[src/rtl/lstm_cell_seq_pkg.sv]
// Shared types and fixed-point helpers for the sequential LSTM cell.
// Helpers work on 32-bit signed values; callers pass the data width and fraction bits.
package lstm_pkg;

   typedef enum logic [3:0] {
      IDLE, G0, G1, G2, G3, G4, G5, G6, G7, C0, C1, H0, DONE
   } state_t;

   localparam logic [1:0] GATE_I = 2'd0;
   localparam logic [1:0] GATE_F = 2'd1;
   localparam logic [1:0] GATE_G = 2'd2;
   localparam logic [1:0] GATE_O = 2'd3;

   function automatic logic signed [31:0] sat_dw(input logic signed [31:0] v, input int dw);
      logic signed [31:0] hi, lo;
      hi = (32'sd1 <<< (dw - 1)) - 32'sd1;
      lo = -(32'sd1 <<< (dw - 1));
      if (v > hi) return hi;
      else if (v < lo) return lo;
      else return v;
   endfunction

   function automatic logic sat_hit(input logic signed [31:0] v, input int dw);
      logic signed [31:0] hi, lo;
      hi = (32'sd1 <<< (dw - 1)) - 32'sd1;
      lo = -(32'sd1 <<< (dw - 1));
      return (v > hi) || (v < lo);
   endfunction

   // Hard sigmoid: slope 1/4 around 0.5, clamped to [0, 1.0].
   function automatic logic signed [31:0] hsig(input logic signed [31:0] p, input int frac);
      logic signed [31:0] t, one;
      one = 32'sd1 <<< frac;
      t   = (p >>> 2) + (32'sd1 <<< (frac - 1));
      if (t < 32'sd0) return 32'sd0;
      else if (t > one) return one;
      else return t;
   endfunction

   function automatic logic signed [31:0] htanh(input logic signed [31:0] p, input int frac);
      logic signed [31:0] one;
      one = 32'sd1 <<< frac;
      if (p > one) return one;
      else if (p < -one) return -one;
      else return p;
   endfunction

endpackage

[src/rtl/lstm_cell_seq_if.sv]
// Sample-in / result-out bundle of the LSTM cell, plus a read-only view of the FSM state.
// Handshake: a transfer happens on a rising edge where valid && ready; valid never waits on ready.
interface lstm_cell_seq_if import lstm_pkg::*; #(parameter int DW = 8);
   logic                 in_valid;
   logic                 in_ready;
   logic signed [DW-1:0] x_in;
   logic [4*DW-1:0]      w_x;
   logic [4*DW-1:0]      w_h;
   logic [4*DW-1:0]      bias;
   logic                 clear_state;
   logic                 out_valid;
   logic                 out_ready;
   logic signed [DW-1:0] h_out;
   logic signed [DW-1:0] c_out;
   logic                 ovf;
   state_t               dbg_state;

   modport master (
      output in_valid, x_in, w_x, w_h, bias, clear_state, out_ready,
      input  in_ready, out_valid, h_out, c_out, ovf, dbg_state
   );

   modport slave (
      input  in_valid, x_in, w_x, w_h, bias, clear_state, out_ready,
      output in_ready, out_valid, h_out, c_out, ovf, dbg_state
   );
endinterface

[src/rtl/lstm_cell_seq_act.sv]
// Gate activation: hard tanh when tanh_i is set, hard sigmoid otherwise.
// One instance serves all four gates because gates are finished one per cycle.
module lstm_act import lstm_pkg::*; #(
   parameter int DW   = 8,
   parameter int FRAC = 4
) (
   input  logic signed [DW-1:0] p_i,
   input  logic                 tanh_i,
   output logic signed [DW-1:0] y_o
);

   always_comb begin
      if (tanh_i) y_o = DW'(htanh(32'(p_i), FRAC));
      else        y_o = DW'(hsig(32'(p_i), FRAC));
   end

endmodule

[src/rtl/lstm_cell_seq.sv]
// Time-multiplexed fixed-point LSTM cell: one shared multiplier walks the gates, then c and h.
// Owns the recurrent c/h state; one step per accepted sample, result held until taken.
module lstm_cell_seq import lstm_pkg::*; #(
   parameter int DW    = 8,
   parameter int FRAC  = 4,
   parameter int ACC_W = 2*DW + 4
) (
   input logic           clk,
   input logic           rst_n,
   lstm_cell_seq_if.slave bus
);

   state_t               state_q;
   logic signed [DW-1:0] x_q, c_q, h_q, cnew_q, h_out_q, c_out_q;
   logic signed [DW-1:0] gate_q [4];
   logic signed [ACC_W-1:0] acc_q;
   logic                 ovf_q, out_valid_q, in_ready_q;

   logic [1:0]           k;
   logic signed [DW-1:0] wx_k, wh_k, b_k;
   logic signed [DW-1:0] mul_a, mul_b;
   logic signed [2*DW-1:0] prod;
   logic signed [ACC_W-1:0] acc_load_d, acc_sum_d, sat_src, sat_shift;
   logic signed [DW-1:0] sat_v, act_y;
   logic                 sat_flag, act_tanh;

   always_comb begin
      case (state_q)
         G0, G1:  k = GATE_I;
         G2, G3:  k = GATE_F;
         G4, G5:  k = GATE_G;
         G6, G7:  k = GATE_O;
         default: k = GATE_I;
      endcase
      wx_k = bus.w_x[int'(k)*DW +: DW];
      wh_k = bus.w_h[int'(k)*DW +: DW];
      b_k  = bus.bias[int'(k)*DW +: DW];
   end

   // Operand routing for the single multiplier, one product per state.
   always_comb begin
      mul_a = '0;
      mul_b = '0;
      case (state_q)
         G0, G2, G4, G6: begin mul_a = x_q;             mul_b = wx_k; end
         G1, G3, G5, G7: begin mul_a = h_q;             mul_b = wh_k; end
         C0:             begin mul_a = gate_q[GATE_F];  mul_b = c_q;  end
         C1:             begin mul_a = gate_q[GATE_I];  mul_b = gate_q[GATE_G]; end
         H0:             begin mul_a = gate_q[GATE_O];  mul_b = DW'(htanh(32'(cnew_q), FRAC)); end
         default: ;
      endcase
   end

   always_comb begin
      prod       = (2*DW)'(mul_a) * (2*DW)'(mul_b);
      acc_load_d = (ACC_W'(b_k) <<< FRAC) + ACC_W'(prod);
      acc_sum_d  = acc_q + ACC_W'(prod);
      sat_src    = (state_q == H0) ? ACC_W'(prod) : acc_sum_d;
      sat_shift  = sat_src >>> FRAC;
      sat_v      = DW'(sat_dw(32'(sat_shift), DW));
      sat_flag   = sat_hit(32'(sat_shift), DW);
      act_tanh   = (k == GATE_G);
   end

   lstm_act #(.DW(DW), .FRAC(FRAC)) u_act (
      .p_i    (sat_v),
      .tanh_i (act_tanh),
      .y_o    (act_y)
   );

   always_ff @(posedge clk or negedge rst_n) begin
      if (!rst_n) begin
         state_q     <= IDLE;
         x_q         <= '0;
         c_q         <= '0;
         h_q         <= '0;
         cnew_q      <= '0;
         h_out_q     <= '0;
         c_out_q     <= '0;
         acc_q       <= '0;
         ovf_q       <= 1'b0;
         out_valid_q <= 1'b0;
         in_ready_q  <= 1'b0;
         for (int g = 0; g < 4; g++) gate_q[g] <= '0;
      end else begin
         case (state_q)
            IDLE: begin
               in_ready_q <= 1'b1;
               // Clearing and accepting on the same edge runs the step from zero state.
               if (bus.clear_state) begin
                  c_q <= '0;
                  h_q <= '0;
               end
               if (bus.in_valid && in_ready_q) begin
                  x_q        <= bus.x_in;
                  in_ready_q <= 1'b0;
                  state_q    <= G0;
               end
            end
            G0, G2, G4, G6: begin
               acc_q   <= acc_load_d;
               state_q <= state_t'(state_q + 4'd1);
            end
            G1, G3, G5, G7: begin
               acc_q     <= acc_sum_d;
               gate_q[k] <= act_y;
               ovf_q     <= ovf_q | sat_flag;
               state_q   <= state_t'(state_q + 4'd1);
            end
            C0: begin
               acc_q   <= ACC_W'(prod);
               state_q <= C1;
            end
            C1: begin
               acc_q   <= acc_sum_d;
               cnew_q  <= sat_v;
               ovf_q   <= ovf_q | sat_flag;
               state_q <= H0;
            end
            H0: begin
               c_q         <= cnew_q;
               h_q         <= sat_v;
               c_out_q     <= cnew_q;
               h_out_q     <= sat_v;
               ovf_q       <= ovf_q | sat_flag;
               out_valid_q <= 1'b1;
               state_q     <= DONE;
            end
            DONE: begin
               if (bus.out_ready) begin
                  out_valid_q <= 1'b0;
                  in_ready_q  <= 1'b1;
                  state_q     <= IDLE;
               end
            end
            default: state_q <= IDLE;
         endcase
      end
   end

   assign bus.in_ready  = in_ready_q;
   assign bus.out_valid = out_valid_q;
   assign bus.h_out     = h_out_q;
   assign bus.c_out     = c_out_q;
   assign bus.ovf       = ovf_q;
   assign bus.dbg_state = state_q;

endmodule

[src/flat_wrapper.sv]
// flat-port wrapper written by rule: the top's interface ports become plain ports
module lstm_cell_seq_flat import lstm_pkg::*;
#(
   parameter int DW    = 8,
   parameter int FRAC  = 4,
   parameter int ACC_W = 2*DW + 4
)
  (clk, rst_n, bus_in_valid, bus_x_in, bus_w_x, bus_w_h, bus_bias, bus_clear_state, bus_out_ready, bus_in_ready, bus_out_valid, bus_h_out, bus_c_out, bus_ovf, bus_dbg_state);
  lstm_cell_seq_if #(.DW(DW)) bus_i ();
  input logic clk;
  input logic rst_n;
  input wire logic [$bits(bus_i.in_valid)-1:0] bus_in_valid;
  input wire logic [$bits(bus_i.x_in)-1:0] bus_x_in;
  input wire logic [$bits(bus_i.w_x)-1:0] bus_w_x;
  input wire logic [$bits(bus_i.w_h)-1:0] bus_w_h;
  input wire logic [$bits(bus_i.bias)-1:0] bus_bias;
  input wire logic [$bits(bus_i.clear_state)-1:0] bus_clear_state;
  input wire logic [$bits(bus_i.out_ready)-1:0] bus_out_ready;
  output wire logic [$bits(bus_i.in_ready)-1:0] bus_in_ready;
  output wire logic [$bits(bus_i.out_valid)-1:0] bus_out_valid;
  output wire logic [$bits(bus_i.h_out)-1:0] bus_h_out;
  output wire logic [$bits(bus_i.c_out)-1:0] bus_c_out;
  output wire logic [$bits(bus_i.ovf)-1:0] bus_ovf;
  output wire logic [$bits(bus_i.dbg_state)-1:0] bus_dbg_state;
  assign bus_i.in_valid = bus_in_valid;
  assign bus_i.x_in = bus_x_in;
  assign bus_i.w_x = bus_w_x;
  assign bus_i.w_h = bus_w_h;
  assign bus_i.bias = bus_bias;
  assign bus_i.clear_state = bus_clear_state;
  assign bus_i.out_ready = bus_out_ready;
  assign bus_in_ready = bus_i.in_ready;
  assign bus_out_valid = bus_i.out_valid;
  assign bus_h_out = bus_i.h_out;
  assign bus_c_out = bus_i.c_out;
  assign bus_ovf = bus_i.ovf;
  assign bus_dbg_state = bus_i.dbg_state;
  lstm_cell_seq #(.DW(DW), .FRAC(FRAC), .ACC_W(ACC_W)) u_core (.clk(clk), .rst_n(rst_n), .bus(bus_i));
endmodule
[config.mk]
export PLATFORM = sky130hd
export DESIGN_NAME = lstm_cell_seq_flat
export DESIGN_NICKNAME = d
export VERILOG_FILES = /design/src/rtl/lstm_cell_seq_pkg.sv /design/src/rtl/lstm_cell_seq_if.sv /design/src/rtl/lstm_cell_seq_act.sv /design/src/rtl/lstm_cell_seq.sv /design/src/flat_wrapper.sv
export SDC_FILE = /design/constraint.sdc
export NUM_CORES = 1
export LEC_CHECK = 0
export ABC_AREA = 0
export CORE_MARGIN = 4
export CORE_UTILIZATION = 45
export DETAILED_ROUTE_END_ITERATION = 16
export PLACE_DENSITY = 0.67
export SETUP_SLACK_MARGIN = 0.2
export SLEW_MARGIN = 10
export SYNTH_ARGS = -nofsm -noshare
export SYNTH_HDL_FRONTEND = slang
export SYNTH_HIERARCHICAL = 1
export SYNTH_SLANG_ARGS = --single-unit
[constraint.sdc]
create_clock -name clk -period 31.8 [get_ports clk]
set_clock_uncertainty 0.15 [all_clocks]
set_input_delay 4.77 -clock clk [delete_from_list [all_inputs] [get_ports clk]]
set_output_delay 4.77 -clock clk [all_outputs]
set_load 0.01 [all_outputs]
After elaboration in Yosys (flattened, before gate mapping)
Memories as Yosys holds them, arrays and structs flattened. Index checks and enable logic that the tools add are counted.

Word-level logic and storage cells: 97. Memories: 1. ROM bits: 32. Register bits: 107.

Memories: (name not given) (words 16, width 2, rd ports 1, clocked after memory_dff 0, write ports 0, RTL line lstm_cell_seq.sv:28) `case (state_q)`.

Bitwise logic cells: 2. $mul: 1. Reduce and logical (&&, ||, !) cells: 18. Equality and inequality tests: 16. Add/subtract/negate cells: 4. Shift-type cells: 3. Magnitude comparators: 10. Mux-type cells: 27.

Operator list (count): 32-bit by 6-bit indexed part select with 8-bit output (3); 8-bit 2-to-1 mux (11); 8-bit case mux with 5 select lines (2); 20-bit case mux with 3 select lines (1); 32-bit bitwise mux (1); 8-bit case mux with 2 select lines (2); 4-bit case mux with 6 select lines (1); 20-bit by 16-bit adder with 20-bit output (1); 4-bit == test, second input constant (5); 20-bit 2-to-1 mux (1); 12-bit by 16-bit adder with 17-bit output (1); 8-bit demux with 2-bit select (1); 4-bit by 3-bit == test with 1-bit output, second input constant (4); 16-bit by 8-bit > comparator with 1-bit output, second input constant (1); 8-bit by 6-bit > comparator with 1-bit output, second input constant (2); 16-bit by 8-bit < comparator with 1-bit output, second input constant (1); 8-bit by 5-bit < comparator with 1-bit output, second input constant (2); 8-bit by 8-bit multiplier with 16-bit output (1); 2-bit AND reduction (5); 4-bit by 2-bit == test with 1-bit output, second input constant (2); 4-bit 2-to-1 mux (2); 4-bit OR reduction (2); 8-bit OR reduction (1); 6-bit by 5-bit adder with 7-bit output, second input constant (1); other kinds (20) (27).

Depth between registers and ports, before layout
Gate-level depths: netlist of run 1.

Depth after elaboration: 16. Gate-level depth with buffers: 42. Gate-level depth less buffers: 40.

Hierarchy
Netlist of run 1, hierarchy kept.

Modules (own cells, without submodules): lstm_cell_seq (area each 10003.3 um^2, cells each 1154, times used 1); lstm_act (area each 212.7 um^2, cells each 28, times used 1).

Least setup slack after synthesis of run 1
Ideal clock, no wire load.

Path type: input to register. Start: in bus_w_x[26]. End: reg u_core/gate_q[11] in the netlist's numbering. Data required time: 31.525 ns. Data arrival time: 13.704 ns. Buffers on the path: 0. Slack: 17.821 ns. Cell stages on the path: 36. Cell sequence: mux4_2 -> nand3_1 -> nand3_1 -> a21oi_1 -> or2_2 -> inv_1 -> fa_1 -> inv_1 -> fa_1 -> inv_1 -> fa_1 -> inv_1 -> fa_1 -> inv_1 -> ha_1 -> o21ai_1 -> or3_1 -> or3_1 -> and3_1 -> nor2_1 -> inv_1 -> ha_1 -> or3_1 -> o21ai_0 -> o22ai_1 -> o21ai_0 -> nand4_1 -> o31a_1 -> o311a_1 -> o21ai_1 -> nand4_1 -> ha_1 -> and2b_2 -> o311a_1 -> a22o_1 -> mux2_2.

Longest elaborated chain between the ends: 14. Elaborated cells on any way between the ends: 20. Those cells by class: add/sub (2); mul (1); order compare (6); shift (1); mux (10).

Ends and longest elaborated chain: from (decl) (RTL line flat_wrapper.sv:14) `input wire logic [$bits(bus_i.w_x)-1:0] bus_w_x;`; 32-bit by 6-bit indexed part select with 8-bit output * (RTL line lstm_cell_seq.sv:35) `wx_k = bus.w_x[int'(k)*DW +: DW];`; 8-bit case mux with 5 select lines * (RTL line lstm_cell_seq.sv:44) `case (state_q)`; 8-bit by 8-bit multiplier with 16-bit output * (RTL line lstm_cell_seq.sv:55) `prod = (2*DW)'(mul_a) * (2*DW)'(mul_b);`; 20-bit by 16-bit adder with 20-bit output (RTL line lstm_cell_seq.sv:57) `acc_sum_d = acc_q + ACC_W'(prod);`; 20-bit 2-to-1 mux * (RTL line lstm_cell_seq.sv:58) `sat_src = (state_q == H0) ? ACC_W'(prod) : acc_sum_d;`; 16-bit by 8-bit < comparator with 1-bit output (RTL line lstm_cell_seq_pkg.sv:19) `else if (v < lo) return lo;`; 8-bit 2-to-1 mux (RTL line lstm_cell_seq_pkg.sv:19); 8-bit 2-to-1 mux * (RTL line lstm_cell_seq_pkg.sv:18) `if (v > hi) return hi;`; named net u_core.sat_v[5] (RTL line lstm_cell_seq.sv:24) `logic signed [DW-1:0] sat_v, act_y;`; 6-bit by 5-bit adder with 7-bit output (RTL line lstm_cell_seq_pkg.sv:34) `t = (p >>> 2) + (32'sd1 <<< (frac - 1));`; 7-bit by 6-bit > comparator with 1-bit output (RTL line lstm_cell_seq_pkg.sv:36) `else if (t > one) return one;`; 8-bit 2-to-1 mux (RTL line lstm_cell_seq_pkg.sv:36); 8-bit 2-to-1 mux (RTL line lstm_cell_seq_pkg.sv:35) `if (t < 32'sd0) return 32'sd0;`; 8-bit 2-to-1 mux * (RTL line lstm_cell_seq_act.sv:13) `if (tanh_i) y_o = DW'(htanh(32'(p_i), FRAC));`; named net u_core.act_y[3] (RTL line lstm_cell_seq.sv:24); 32-bit bitwise mux * (RTL line lstm_cell_seq.sv:106) `gate_q[k] <= act_y;`; to (signal, indexed assignment) (RTL line lstm_cell_seq.sv:106); to (decl) (RTL line lstm_cell_seq.sv:15) `logic signed [DW-1:0] gate_q [4];`.

Mark *: on every way through the listed nets, which the timed path passes. The rest lies on a longest branch. A chain may end at the register's enable or synchronous reset.

Worst setup path in the final report of run 1
Start: in bus_w_x[26]. End: reg u_core/gate_q[3] in the netlist's numbering.

The elaborated chain is that of the path after synthesis.

==> metrics.md, run 1 <==
| Metric | Value |
|---|---|
| Outcome | finished clean |
| Die height | 158.7 um |
| Post-DP HPWL | 24,110 um |
| PnR worst setup slack | 16,340 ps |
| Most used cell, CP | inv_1 |
| Initial antenna violation count | 0 |
| Final setup vio count | 0 |
| R2r setup slk | 19,070 ps |
| DRT Wirelength | 31,260 um |
| CTS buffer count | 9 |
| DR vias | 9,386 |
| Clock Latency Late Sink | 360 ps |
| Drt wl/cell | 19.77 um |
| Reg-to-Reg End | u_core/gate_q[3]$_DFFE_PN0P_ |
| Top FF cell, synth | dfrtp_1 |
| Via density | 5.937 |
| Dpl ws | 15,990 ps |
| Vias in the first global route | 9,418 |
| Commonest non-fill, non-tap cell in the layout | nand2_1 |
| Maximum clock path buffer count | 2 |
| Core ar. | 0.02209 mm2 |
| Mapped Cells | 1,182 |
| Fin. Hold Viols | 0 |
| CP Class | in2reg |
| Full die area | 0.02518 mm2 |
| Post-synthesis sequential area ratio | 26.21% |
| Cts repair resizes | 0 |
| Drt initial violations | 651 |
| # Max-Cap Violations | 0 |
| Reg-to-reg critical path startpoint | u_core/bus.dbg_state[3]$_DFFE_PN0P_ |
| I/O pins | 132 |
| Clock sink total | 107 |
| Most frequent cells in the layout | 172 x nand2_1, 130 x clkdlybuf4s50_1, 110 x nor2_1 |
| Finished Layout Cells | 1,581 |
| Data required, critical path | 31,900 ps |
| N_diodes | 0 |
| Worst hold path depth | 1 |
| H-tree depth | 3 |
| Min-delay src | u_core/bus.ovf$_DFFE_PN0P_ |
| Setup TNS | 0 ps |
| DRT Pass-1 Iters | 6 |
| Tot GR Track Use | 24.95% |
| Root Driver | clkbuf_16 |
| CP Launch Type | primary input |
| TritonCTS clock tree | done |
| Initial core utilization | 46.24% |
| EDFF count, synth | 0 |
| Synthesized Nets | 1,417 |
| Max Freq | 0.06469 GHz |
| Nets | 1,532 |
| Period utilisation layout | 48.61% |
| Clock transition at path regs | 70 ps |
| Min Tclk post-route | 15,460 ps |
| Post-synthesis cell type count | 77 |
| Slew @ Worst Pin | 1149 ps |
| Slew Limit Fails | 0 |
| Die Wd | 158.7 um |
| Hold crit path type | reg2reg |
| Netlist Area Pre-Place | 0.01022 mm2 |
| Layout cells sized above 1 | 8.455% |
| Num rows | 54 |
| CTS hold repair buffers | 0 |
| Crit end category | flip-flop |
| Reg2Reg Depth | 38 |
| DP Cell Count | 1,566 |
| Slowest CP cell | a21oi_1 |
| Area Overhead vs Synth | 18.82% |
| Port Buffers | 131 |
| Ys Warns | 6 |
| Setup Fix Bufs, Post-CTS | 0 |
| # fillers | 2,065 |
| Syn Area/Cell | 8.643 um2 |
| Total grt overflow | 0 |
| Final ANT Viol Nets | 0 |
| WP data arrival | 15,560 ps |
| Slew HR | 22.80% |
| Flops & latches, synth | 107 |
| Share of flip-flops with an asynchronous set or reset | 100.0% |
| Critical path's largest stage delay | 710 ps |
| Hold Path Sink | u_core/bus.ovf$_DFFE_PN0P_ |
| Gpl congestion | 0.9562 |
| Largest net degree at the start of global routing | 73 |
| # DRC | 0 |
| CP max FO | 9 |
| First-pass GRT wire length | 49,460 um |
| RSZ-0062 raised after global routing | no |
==> cell usage after synthesis, types with 4 or more instances <==
master     count  share of area (%)
nand4_1        6               0.37
and3_1        17                1.0
nand3_1       33                1.6
nor2b_1       15               0.92
fa_1          58                 11
and2_1         4               0.24
xnor2_1       24                2.1
buf_1          6               0.22
o21bai_1       6               0.44
o21ai_0       41                2.0
a221o_1       12                1.2
nor2_1       110                4.0
a21oi_1       63                3.1
or2_2         11               0.67
a221oi_1       5               0.43
inv_1         98                3.6
o21ai_1        8               0.39
o211ai_1       5               0.37
o2111ai_1      4               0.34
a211oi_1       6               0.44
a22oi_1       27                2.0
o21a_1        15                1.1
mux4_2         7                1.5
nand3b_1       5               0.37
ha_1          68                8.3
a22o_1         8               0.69
a31oi_1       22                1.3
nand2b_1      10               0.61
nand2_1      172                6.3
a21o_1        11               0.81
xor2_1        13                1.1
or3_1          9               0.55
mux2_2        47                5.2
clkbuf_1      41                1.5
mux2i_1        4               0.39
dfrtp_1      107                 26
nor3_1        16               0.78
a32o_1         4               0.39
==> per-layer routing <==
layer,part of all wire (%),track usage [%],wire length (um)
met1,43,32.99,13530
met2,47,42.83,14840
met3,7.0,4.186,2188
met4,2.2,6.093,699
met5,0,0,0
==> critical path, delay by kind of cell <==
family,cells,cell delay (ps)
adder cells (fa/ha/maj),7,3290
AO/OA/AOI/OAI,10,2930
AND/OR/NAND/NOR,11,2770
buffers and inverters,7,1050
multiplexers,2,730
==> state kept, by name, indices dropped and copies added (netlist names) <==
name,cells
u_core/cnew_q,8
u_core/bus.in_ready,1
u_core/bus.h_out,8
u_core/bus.out_valid,1
u_core/h_q,8
u_core/bus.ovf,1
u_core/gate_q,32
u_core/bus.dbg_state,4
u_core/bus.c_out,8
u_core/c_q,8
u_core/x_q,8
u_core/acc_q,20
==> kinds of logic (layout without fill, tap and decap cells) <==
kind of cell / count (synthesis) / after routing / share of synthesized area [%]
xor gates and xnor gates: 37 / 37 / 3.172
DFF: 107 / 107 / 26.21
AOI/OAI and AO/OA: 287 / 287 / 19.78
muxes: 58 / 58 / 7.116
and+or+nand+nor: 420 / 420 / 18.56
buffers and inverters: 147 / 266 / 5.475
adders and majority gates: 126 / 126 / 19.69
==> stage by stage <==
step,area [um2],hold WS [ps],util (%)
after CTS,12140,325.9,54.94
final,12140,322.2,54.94
after global routing,12140,353.5,54.94
after floorplan,10220,299.8,-
after detailed placement,11860,309.1,53.69
after global placement,11860,304.6,53.69
==> layout make-up <==
class	count	area, um2	share of cell area [%]
Clock buffer	10	229.0	1.886
Clock inverter	5	47.55	0.3917
Inverter	99	371.6	3.061
Multi-Input combinational cell	928	6997	57.64
Sequential cell	107	2678	22.06
Tap cell	280	350.3	2.886
Timing Repair Buffer	152	1466	12.08
==> how the worst max path moves through the flow <==
stage	end	cells after the start	startpoint
after global routing	u_core/gate_q[3]$_DFFE_PN0P_	37	bus_w_x[26]
after CTS	u_core/gate_q[3]$_DFFE_PN0P_	37	bus_w_x[26]
final	u_core/gate_q[3]$_DFFE_PN0P_	37	bus_w_x[26]
after detailed placement	u_core/gate_q[11]$_DFFE_PN0P_	37	bus_w_x[26]
after floorplan	u_core/gate_q[11]$_DFFE_PN0P_	36	bus_w_x[26]
after global placement	u_core/gate_q[18]$_DFFE_PN0P_	37	bus_w_x[26]
Power of run 1 is not shown: default switching activity piles up to over one toggle a cycle in this logic, so the estimate is an artifact.
==> run 2: changes to the inputs <==
PLACE_DENSITY = 0.7   (was 0.67)
clock period = 13.7 ns   (was 31.8 ns; I/O delays follow)
==> run 2 against run 1 <==
- core utilization grew 0.23 points
- routed wire length grew 0.54%
- clock-buffer cell count shrank 1
- first-iteration DRC count grew 15%
- non-clock buffer count is the same
- worst hold slack gained 2.8 ps
- critical path depth is the same
- flip-flop and latch count is the same
- via count grew 0.15%
- worst setup slack lost 15000 ps
==> metrics.md, run 2 (synthesis results as in run 1) <==
| Metric | Value |
|---|---|
| Outcome | finished clean |
| Initial core utilization | 46.24% (unchanged) |
| CP Class | in2reg |
| Slew @ Worst Pin | 1241 ps (+92.23 ps) |
| Layout cells sized above 1 | 8.602% (+0.15 points) |
| Min-delay src | u_core/bus.ovf$_DFFE_PN0P_ |
| Clock sink total | 107 (unchanged) |
| H-tree depth | 3 (unchanged) |
| Data required, critical path | 13,810 ps (-18,090 ps) |
| Vias in the first global route | 9,363 (-0.58%) |
| Commonest non-fill, non-tap cell in the layout | nand2_1 |
| Clock transition at path regs | 80 ps (about the same) |
| Slowest CP cell | fa_1 |
| Largest registers | u_core/gate_q x32, u_core/acc_q x20 |
| Tot GR Track Use | 25.39% (+0.44 points) |
| Full die area | 0.02518 mm2 (unchanged) |
| Min Tclk post-route | 12,050 ps |
| Reg-to-Reg End | u_core/gate_q[3]$_DFFE_PN0P_ |
| Top reg by flops | u_core/gate_q |
| N_diodes | 0 (unchanged) |
| Most used cell, CP | inv_1 |
| Largest net degree at the start of global routing | 57 (-22%) |
| WP data arrival | 12,150 ps (-3410 ps) |
| Final setup vio count | 0 (unchanged) |
| Area Overhead vs Synth | 19.31% |
| Slew Limit Fails | 0 (unchanged) |
| Reg-to-reg critical path startpoint | u_core/bus.dbg_state[3]$_DFFE_PN0P_ |
| DR vias | 9,400 (+0.15%) |
| Nets | 1,532 (unchanged) |
| Fin. Hold Viols | 0 (unchanged) |
| Clock Latency Late Sink | 370 ps (about the same) |
| CTS hold repair buffers | 0 (unchanged) |
| # Max-Cap Violations | 0 (unchanged) |
| TritonCTS clock tree | done |
| R2r setup slk | 1810 ps (-17,260 ps) |
| Die Wd | 158.7 um (unchanged) |
| DRT Wirelength | 31,430 um (+0.54%) |
| Drt wl/cell | 19.87 um (+0.47%) |
| First-pass GRT wire length | 50,150 um (+1.4%) |
| DRT Pass-1 Iters | 5 (-1) |
| Most frequent cells in the layout | 172 x nand2_1, 130 x clkdlybuf4s50_1, 110 x nor2_1 |
| Die height | 158.7 um (unchanged) |
| Root Driver | clkbuf_16 |
| Finished Layout Cells | 1,582 (+0.063%) |
| Hold crit path type | reg2reg |
| Maximum clock path buffer count | 2 (unchanged) |
| Worst hold path depth | 1 (unchanged) |
| DP Cell Count | 1,566 (unchanged) |
| Drt initial violations | 751 (+15%) |
| CP max FO | 9 (unchanged) |
| Period utilisation layout | 87.94% |
| Max Freq | 0.08301 GHz |
| CTS buffer count | 9 (unchanged) |
| Critical path's largest stage delay | 640 ps (-70 ps) |
| Slew HR | 16.61% (-6.2 points) |
| Via density | 5.942 (about the same) |
| Port Buffers | 131 (unchanged) |
| Setup TNS | 0 ps (unchanged) |
| Initial antenna violation count | 0 (unchanged) |
| Post-DP HPWL | 24,240 um (+0.55%) |
| Num rows | 54 (unchanged) |
| Final ANT Viol Nets | 0 (unchanged) |
| Setup Fix Bufs, Post-CTS | 0 (unchanged) |
| Core ar. | 0.02209 mm2 (unchanged) |
| RSZ-0062 raised after global routing | no |
| CP Launch Type | primary input |
| Reg2Reg Depth | 37 (-2.6%) |
| Hold Path Sink | u_core/bus.ovf$_DFFE_PN0P_ |
| # DRC | 0 (unchanged) |
| Total grt overflow | 0 (unchanged) |
| Cts repair resizes | 0 (unchanged) |
| Largest register FFs | 32 (unchanged) |
| I/O pins | 132 (unchanged) |
| Crit end category | flip-flop |
| Gpl congestion | 0.9641 (+0.83%) |
-- run 2: per-stage QoR --
step	hold slack (ps)	util (%)	cell area, um2	worst slack (ps)
after global placement	305.5	53.73	11870	1561
after global routing	346.1	55.17	12190	1014
final	325.0	55.17	12190	1653
after floorplan	299.8	-	10220	2436
after detailed placement	309.7	53.73	11870	1353
after CTS	327.4	55.17	12190	1717
-- run 2: area by class of cell --
type                            count  area, um2
Multi-Input combinational cell    928       7004
Clock inverter                      7      93.84
Fill cell                        2027       9905
Timing Repair Buffer              152       1466
Sequential cell                   107       2678
Inverter                           99      371.6
Clock buffer                        9      225.2
Tap cell                          280      350.3
-- run 2: worst max path at each step --
stage	startpoint	to	slack [ps]	cells after the start
4_1_cts	bus_w_x[18]	u_core/gate_q[4]$_DFFE_PN0P_	1720	37
2_1_floorplan	bus_w_x[26]	u_core/gate_q[11]$_DFFE_PN0P_	2440	36
6_report	bus_w_x[18]	u_core/gate_q[3]$_DFFE_PN0P_	1650	37
3_3_place_gp	bus_w_x[18]	u_core/gate_q[2]$_DFFE_PN0P_	1560	37
5_1_grt	u_core/bus.dbg_state[3]$_DFFE_PN0P_	u_core/gate_q[4]$_DFFE_PN0P_	1010	37
3_5_place_dp	bus_w_x[18]	u_core/gate_q[3]$_DFFE_PN0P_	1350	37
-- run 2: worst max-delay path: cells and delay by family --
kind	cells	cell delay [ps]
AOI/OAI and AO/OA	10	2740
adders and majority gates	7	3320
and+or+nand+nor	11	2220
muxes	2	770
buffers and inverters	7	1010
-- run 2: routing by layer --
layer | GRT usage, % | routed length (um)
met5 | 0 | 0
met4 | 8.327 | 1031
met1 | 34.09 | 13060
met2 | 42.28 | 14770
met3 | 3.751 | 2574
Power of run 2 is left out for the same reason.
